## config.mk

```make
export PLATFORM = sky130hd
export DESIGN_NAME = result_uart_tx_flat
export DESIGN_NICKNAME = d
export VERILOG_FILES = /design/src/rtl/result_uart_tx_if.sv /design/src/rtl/result_uart_tx.sv /design/src/flat_wrapper.sv
export SDC_FILE = /design/constraint.sdc
export NUM_CORES = 1
export LEC_CHECK = 0
export BUFFER_PORTS_ARGS = -buffer_cell sky130_fd_sc_hd__buf_2
export CAP_MARGIN = 20
export CORE_ASPECT_RATIO = 2
export CORE_MARGIN = 2
export CORE_UTILIZATION = 25
export DETAILED_ROUTE_END_ITERATION = 7
export PLACE_DENSITY = 0.49
export SKIP_CTS_REPAIR_TIMING = 1
export SLEW_MARGIN = 20
export SYNTH_ARGS = -nofsm -noshare
export SYNTH_HDL_FRONTEND = slang
export SYNTH_SLANG_ARGS = --single-unit
export TNS_END_PERCENT = 10
```

## constraint.sdc

```tcl
create_clock -name clk -period 2.4 [get_ports clk]
set_input_delay 0 -clock clk [delete_from_list [all_inputs] [get_ports clk]]
set_output_delay 0 -clock clk [all_outputs]
set_load 0.03 [all_outputs]
```

## src/rtl/result_uart_tx_if.sv

```systemverilog
// Result-word handshake and serial-line bundle between the processing IP and result_uart_tx.
interface result_uart_tx_if;
    logic [31:0] data32;
    logic        flag_ready32;
    logic        UART_TX;
    logic        busy;
    logic        flag_sent32;
    logic        overrun;

    modport master (
        output data32,
        output flag_ready32,
        input  UART_TX,
        input  busy,
        input  flag_sent32,
        input  overrun
    );

    modport slave (
        input  data32,
        input  flag_ready32,
        output UART_TX,
        output busy,
        output flag_sent32,
        output overrun
    );
endinterface

```

## src/rtl/result_uart_tx.sv

```systemverilog
// Serialises a 32-bit result word as back-to-back 8N1 bytes, LSB byte first.
// Define RESULT_TX_CHECKSUM_EN to append an XOR checksum byte after the fourth data byte.
module result_uart_tx #(
    parameter int CLK_FREQUENCY = 100000000,
    parameter int BAUD_RATE     = 115200
) (
    input  logic            clk,
    input  logic            rst,
    result_uart_tx_if.slave bus
);

    localparam int DIV    = CLK_FREQUENCY / BAUD_RATE;
    localparam int BAUD_W = (DIV > 1) ? $clog2(DIV) : 1;
`ifdef RESULT_TX_CHECKSUM_EN
    localparam int NB = 5;
`else
    localparam int NB = 4;
`endif
    localparam int FRAME_W = NB * 8;

    typedef enum logic [2:0] {
        IDLE,
        START,
        DATA,
        STOP,
        DONE
    } state_t;

    state_t              state_q, state_d;
    logic [BAUD_W-1:0]   baud_cnt_q, baud_cnt_d;
    logic [2:0]          bit_cnt_q, bit_cnt_d;
    logic [2:0]          byte_cnt_q, byte_cnt_d;
    logic [FRAME_W-1:0]  shift_q, shift_d;
    logic                overrun_q, overrun_d;

    logic                baud_tick;
    logic                capture;
    logic                busy_int;
    logic                tx_int;
    logic [FRAME_W-1:0]  load_word;

`ifdef RESULT_TX_CHECKSUM_EN
    assign load_word = {bus.data32[7:0] ^ bus.data32[15:8] ^ bus.data32[23:16] ^ bus.data32[31:24],
                        bus.data32};
`else
    assign load_word = bus.data32;
`endif

    assign baud_tick = (baud_cnt_q == BAUD_W'(DIV - 1));
    assign busy_int  = (state_q == START) || (state_q == DATA) || (state_q == STOP);
    // DONE counts as not busy, so a word offered there starts the next frame without a gap.
    assign capture   = bus.flag_ready32 && ((state_q == IDLE) || (state_q == DONE));

    always_comb begin
        state_d    = state_q;
        baud_cnt_d = baud_cnt_q;
        bit_cnt_d  = bit_cnt_q;
        byte_cnt_d = byte_cnt_q;
        shift_d    = shift_q;
        overrun_d  = overrun_q | (bus.flag_ready32 & busy_int);
        tx_int     = 1'b1;

        case (state_q)
            IDLE, DONE: begin
                state_d = IDLE;
                if (capture) begin
                    state_d    = START;
                    shift_d    = load_word;
                    baud_cnt_d = '0;
                    bit_cnt_d  = '0;
                    byte_cnt_d = '0;
                end
            end
            START: begin
                tx_int = 1'b0;
                if (baud_tick) begin
                    baud_cnt_d = '0;
                    state_d    = DATA;
                end else begin
                    baud_cnt_d = baud_cnt_q + BAUD_W'(1);
                end
            end
            DATA: begin
                tx_int = shift_q[0];
                if (baud_tick) begin
                    baud_cnt_d = '0;
                    shift_d    = shift_q >> 1;
                    if (bit_cnt_q == 3'd7) begin
                        bit_cnt_d = '0;
                        state_d   = STOP;
                    end else begin
                        bit_cnt_d = bit_cnt_q + 3'd1;
                    end
                end else begin
                    baud_cnt_d = baud_cnt_q + BAUD_W'(1);
                end
            end
            STOP: begin
                if (baud_tick) begin
                    baud_cnt_d = '0;
                    if (byte_cnt_q == 3'(NB - 1)) begin
                        byte_cnt_d = '0;
                        state_d    = DONE;
                    end else begin
                        byte_cnt_d = byte_cnt_q + 3'd1;
                        state_d    = START;
                    end
                end else begin
                    baud_cnt_d = baud_cnt_q + BAUD_W'(1);
                end
            end
            default: begin
                state_d = IDLE;
            end
        endcase
    end

    always_ff @(posedge clk) begin
        if (rst) begin
            state_q    <= IDLE;
            baud_cnt_q <= '0;
            bit_cnt_q  <= '0;
            byte_cnt_q <= '0;
            shift_q    <= '0;
            overrun_q  <= 1'b0;
        end else begin
            state_q    <= state_d;
            baud_cnt_q <= baud_cnt_d;
            bit_cnt_q  <= bit_cnt_d;
            byte_cnt_q <= byte_cnt_d;
            shift_q    <= shift_d;
            overrun_q  <= overrun_d;
        end
    end

    assign bus.UART_TX     = tx_int;
    assign bus.busy        = busy_int;
    assign bus.flag_sent32 = (state_q == DONE);
    assign bus.overrun     = overrun_q;

endmodule

```

## src/flat_wrapper.sv

```systemverilog
// flat-port wrapper written by rule: the top's interface ports become plain ports
module result_uart_tx_flat 
#(
    parameter int CLK_FREQUENCY = 100000000,
    parameter int BAUD_RATE     = 115200
)
  (clk, rst, bus_data32, bus_flag_ready32, bus_UART_TX, bus_busy, bus_flag_sent32, bus_overrun);
  result_uart_tx_if bus_i ();
  input  logic clk;
  input  logic rst;
  input wire logic [$bits(bus_i.data32)-1:0] bus_data32;
  input wire logic [$bits(bus_i.flag_ready32)-1:0] bus_flag_ready32;
  output wire logic [$bits(bus_i.UART_TX)-1:0] bus_UART_TX;
  output wire logic [$bits(bus_i.busy)-1:0] bus_busy;
  output wire logic [$bits(bus_i.flag_sent32)-1:0] bus_flag_sent32;
  output wire logic [$bits(bus_i.overrun)-1:0] bus_overrun;
  assign bus_i.data32 = bus_data32;
  assign bus_i.flag_ready32 = bus_flag_ready32;
  assign bus_UART_TX = bus_i.UART_TX;
  assign bus_busy = bus_i.busy;
  assign bus_flag_sent32 = bus_i.flag_sent32;
  assign bus_overrun = bus_i.overrun;
  result_uart_tx #(.CLK_FREQUENCY(CLK_FREQUENCY), .BAUD_RATE(BAUD_RATE)) u_core (.clk(clk), .rst(rst), .bus(bus_i));
endmodule
```

### Word-level counts from Yosys, hierarchy flattened

Index checks and enable logic that the tools add are counted.

| word-level totals | value |
|---|---|
| register bits after elaboration | 52 |
| output and inout port bits | 4 |
| word-level logic and storage cells | 58 |

| operators by class | value |
|---|---|
| add/subtract/negate cells | 3 |
| eq/ne operators | 12 |
| multiplexer cells | 21 |
| bitwise operators | 2 |
| reductions and logical operators | 14 |

Operators by type and width:

| cell | count |
|---|---|
| $mux 32 | 2 |
| $pmux 32 s2 | 1 |
| $mux 3 | 10 |
| $mux 10 | 2 |
| $pmux 10 s2 | 1 |
| $pmux 3 s2 | 2 |
| $pmux 3 s4 | 1 |
| $add 10x1->10 const B | 1 |
| $eq 10x10->1 const B | 1 |
| $eq 3x2->1 const B | 3 |
| $ne 2x1->1 const B | 4 |
| $add 3x1->3 const B | 2 |
| $eq 3x3->1 const B | 2 |
| $reduce_and 3->1 | 2 |
| $reduce_bool 2->1 | 3 |
| $reduce_and 4->1 | 1 |
| $eq 3x1->1 const B | 1 |
| $logic_not 3->1 | 1 |
| $logic_or 1x1->1 | 3 |
| $reduce_or 3->1 | 1 |
| $ne 2x2->1 const B | 1 |
| $pmux 1 s2 | 1 |
| $reduce_and 2->1 | 1 |
| $reduce_or 2->1 | 1 |
| 4 further kinds | 4 |

### Logic depth before layout (Yosys ltp)

| depth | value |
|---|---|
| depth after elaboration | 5 |
| depth in mapped cells | 8 |
| gate-level depth less buffers | 5 |

### Least setup slack after synthesis

Ideal clock, no wire load.

| path | value |
|---|---|
| kind | register to register |
| from | reg u_core.state_q[0] |
| to | reg u_core.baud_cnt_q[9] |
| arrival | 1719 ps |
| data required time | 2331 ps |
| path slack | 612 ps |
| cell stages (with the launch flop) | 7 |
| buffers on the path | 2 |
| cell sequence | dfxtp_1 -> buf_6 -> or3b_4 -> buf_6 -> a21o_1 -> or4_4 -> a21oi_2 |

| between the ends | value |
|---|---|
| word-level cells in the longest chain between the ends | 5 |

RTL lines:

| element | line | source |
|---|---|---|
| start, declared | result_uart_tx.sv:29 | `state_t state_q, state_d;` |
| start signal, assigned | result_uart_tx.sv:127 | `state_q <= state_d;` |
| $eq 3x3->1 or $logic_not 3->1 (tied branches) | result_uart_tx.sv:52, result_uart_tx.sv:63 |  |
| $logic_or 1x1->1 | result_uart_tx.sv:52 | `assign capture = bus.flag_ready32 && ((state_q == IDLE) \|\| (state_q == DONE));` |
| $logic_and 1x1->1 | result_uart_tx.sv:52 |  |
| $ne 2x1->1 (no source line) | - |  |
| $reduce_and 2->1 (no source line) | - |  |
| end signal, assigned | result_uart_tx.sv:128 | `baud_cnt_q <= baud_cnt_d;` |
| end, declared | result_uart_tx.sv:30 | `logic [BAUD_W-1:0] baud_cnt_q, baud_cnt_d;` |

Several ways; a longest one is shown, not always the timed one.
A chain may end at the register's enable or synchronous reset.

### Worst setup path in the final report

| path | value |
|---|---|
| from | reg u_core.baud_cnt_q[1] |
| to | reg u_core.shift_q[5] |

| between the ends | value |
|---|---|
| word-level cells in the longest chain between the ends | 3 |

RTL lines:

| element | line | source |
|---|---|---|
| $eq 10x10->1 | result_uart_tx.sv:49 | `assign baud_tick = (baud_cnt_q == BAUD_W'(DIV - 1));` |
| $ne 2x1->1 (no source line) | - |  |
| $reduce_and 3->1 (no source line) | - |  |
| end signal, assigned | result_uart_tx.sv:131 | `shift_q <= shift_d;` |
| end, declared | result_uart_tx.sv:33 | `logic [FRAME_W-1:0] shift_q, shift_d;` |

Every way passes these cells.

==> out/results.tsv <==
metric	value	unit
via_per_inst	4.86	
dieWidth	75.0	um
setup_viol	0	
syn_to_final_growth	20.5	%
port_buffers	38	
stdcell_area	0.00303	mm2
rsz0062_at_grt	false	
critPathKind	reg2reg	
grt_max_degree	44	
drt-wirelength-per-cell	14.3	um
start_util	25.8	%
ys.warnings.count	0	
relSlewSlack	67.3	%
clk_latency	290	ps
power.density	650	mW/mm2
crit_path_end_kind	flip-flop	
place_hpwl	4.21	mm
clk_pin_slew	60	ps
ys.flop_type	dfxtp_1	
post-route-period-util	80.0	%
finalSetupTns	0	ps
drc	0	
fillers	1048	
syn-num-nets	307	
leakage	1.04	nW
yosysSeqAreaShare	41.4	%
antenna_found_initial	0	
critPathRequiredTime	2560	ps
drt_iter0_drc	80	
syn_inst	268	
vias	2096	
start_kind	flip-flop	
worst_path_max_delay_cell	nor4b_4	
worst_pin_slew	485	ps
rows	51	
netlist_area	0.00252	mm2
grt_usage	12.1	%
max_stage_delay	400	ps
cts_tree	done	
arrival	2080	ps
min_period	1920	ps
post_dp_cell_area	0.00286	mm2
ys_seq_elements	52	
drive_gt1_share	20.7	%
fin_hold_ws	-16.3	ps
finalHoldViolations	1	
final_cells	431	
syn_avg_cell_area	9.39	um2
place_inst	422	
die_area	0.0109	mm2
post-place-ws	463	ps
hold_class	in2reg	
fmaxAchievable	521	MHz
drt.antenna.violating_nets	0	
h-tree-depth	2	
slew_violations	0	
crit_chain	ha_1 -> nor4b_4 -> nand4_1 -> nand2_1 -> buf_12 -> a211oi_1	
core-area	0.00976	mm2
path_max_fanout	32	
finalWorstSetupSlack	481	ps
grt_overflow	0	
diodes	0	
status	finished, violations left	
cts_root_buffer	clkbuf_16	
fp.dieH	146	um
grt_pass1_wl	10.4	mm
irDropWorstVdd	0.000249	V
wirelength	6.15	mm
synth-edff-count	0	
io_pins	39	
final_common_cell	dfxtp_1	
cts_buffer_depth	2	
maxCapViolCount	0	
fin_worst_skew	4.69	ps
layout.cells.most_common_list	dfxtp_1 (52), buf_2 (38), a211oi_1 (35)	
dr.pass1.iters	4	
finalPower	1.97	mW
violations	hold timing	
layout.nets	337	
gp_congestion	0.769	
numCtsBuffers	5	
clock-sinks	52	
grt_pass1_vias	2074	
synth-async-reset-ratio	0	%
yosysUniqueCellTypes	43	
power breakdown:
| group | switching (mW) | leakage (nW) | internal (mW) |
|---|---|---|---|
| Sequential | 0.0316 | 0.427 | 0.915 |
| Combinational | 0.120 | 0.533 | 0.0985 |
| Clock | 0.317 | 0.0808 | 0.491 |
| Total | 0.469 | 1.04 | 1.50 |
path summary, 6_finish.rpt:
| check | startpoint | end | slack (ps) | cells after the start |
|---|---|---|---|---|
| setup / recovery | u_core.baud_cnt_q[1] | u_core.shift_q[5] | 480 | 6 |
| hold / removal | bus_flag_ready32 | u_core.bus.overrun | -20 | 3 |
| setup reg to reg | u_core.baud_cnt_q[1] | u_core.shift_q[5] | 480 | 6 |
| hold reg to reg | u_core.byte_cnt_q[2] | u_core.byte_cnt_q[2] | 440 | 2 |
sequential cells by signal, indices dropped and copies added, names as in the netlist:
| signal | count |
|---|---|
| u_core.shift_q | 32 |
| u_core.baud_cnt_q | 10 |
| u_core.bit_cnt_q | 3 |
| u_core.byte_cnt_q | 3 |
| u_core.state_q | 3 |
| u_core.bus.overrun | 1 |
routing by layer:
layer | global-route usage (%) | share of wire, % | vias to the layer above
li1 | - | - | 1066
met1 | 14.7 | 43 | 976
met2 | 20.0 | 51 | 45
met3 | 2.22 | 3.0 | 9
met4 | 5.80 | 2.6 | 0
met5 | 0 | 0 | -
per-stage QoR:
stage / utilization (%) / hold slack [ps]
6_report: 31.1 / -16.3
5_1_grt: 31.1 / 26.1
4_1_cts: 31.0 / -56.3
3_5_place_dp: 29.3 / 255
3_3_place_gp: 29.3 / 248
2_1_floorplan: - / 136
cells in the mapped netlist, types with 2 or more instances:
library cell	count	area, um2
nand2_1	10	37.5
a21o_1	2	15.0
o21ai_0	4	20.0
nor3b_1	5	37.5
buf_6	2	22.5
ha_1	4	50.1
nand4_1	4	25.0
nor4b_1	2	17.5
nor2_1	8	30.0
nand3_1	9	45.0
mux2i_1	31	310
xor2_1	5	43.8
o31ai_1	2	15.0
a21oi_1	10	50.1
nor2b_1	3	18.8
inv_1	2	7.51
and4_1	2	17.5
dfxtp_1	52	1040
clkbuf_1	9	33.8
a211oi_1	35	263
nor3_1	33	165
buf_2	12	60.1
o2111ai_1	2	17.5
layout make-up:
cell class | count | area (um2) | share of cell area (%)
multi-input cells | 188 | 1350 | 44.4
flip-flops and latches | 52 | 1040 | 34.3
repair buffers | 48 | 305 | 10.1
well taps | 132 | 165 | 5.44
clock buffers | 6 | 129 | 4.25
clock inverters | 2 | 35.0 | 1.15
inverters | 3 | 11.3 | 0.371
worst max-delay path: cells and delay by family, from the launching register on:
family	cells	cell delay, ps
simple gates	3	850
compound gates	1	100
buf+inv	1	200
flops	1	380
fa+ha+maj	1	240
kinds of logic after synthesis:
family | count (synthesis) | share of synthesized area, %
and+or+nand+nor | 85 | 19.4
adders and majority gates | 4 | 1.99
xor gates and xnor gates | 6 | 2.09
DFF | 52 | 41.4
AOI/OAI and AO/OA | 62 | 17.3
buffers and inverters | 28 | 5.52
muxes | 31 | 12.3
(Power assumes the default switching activity.)
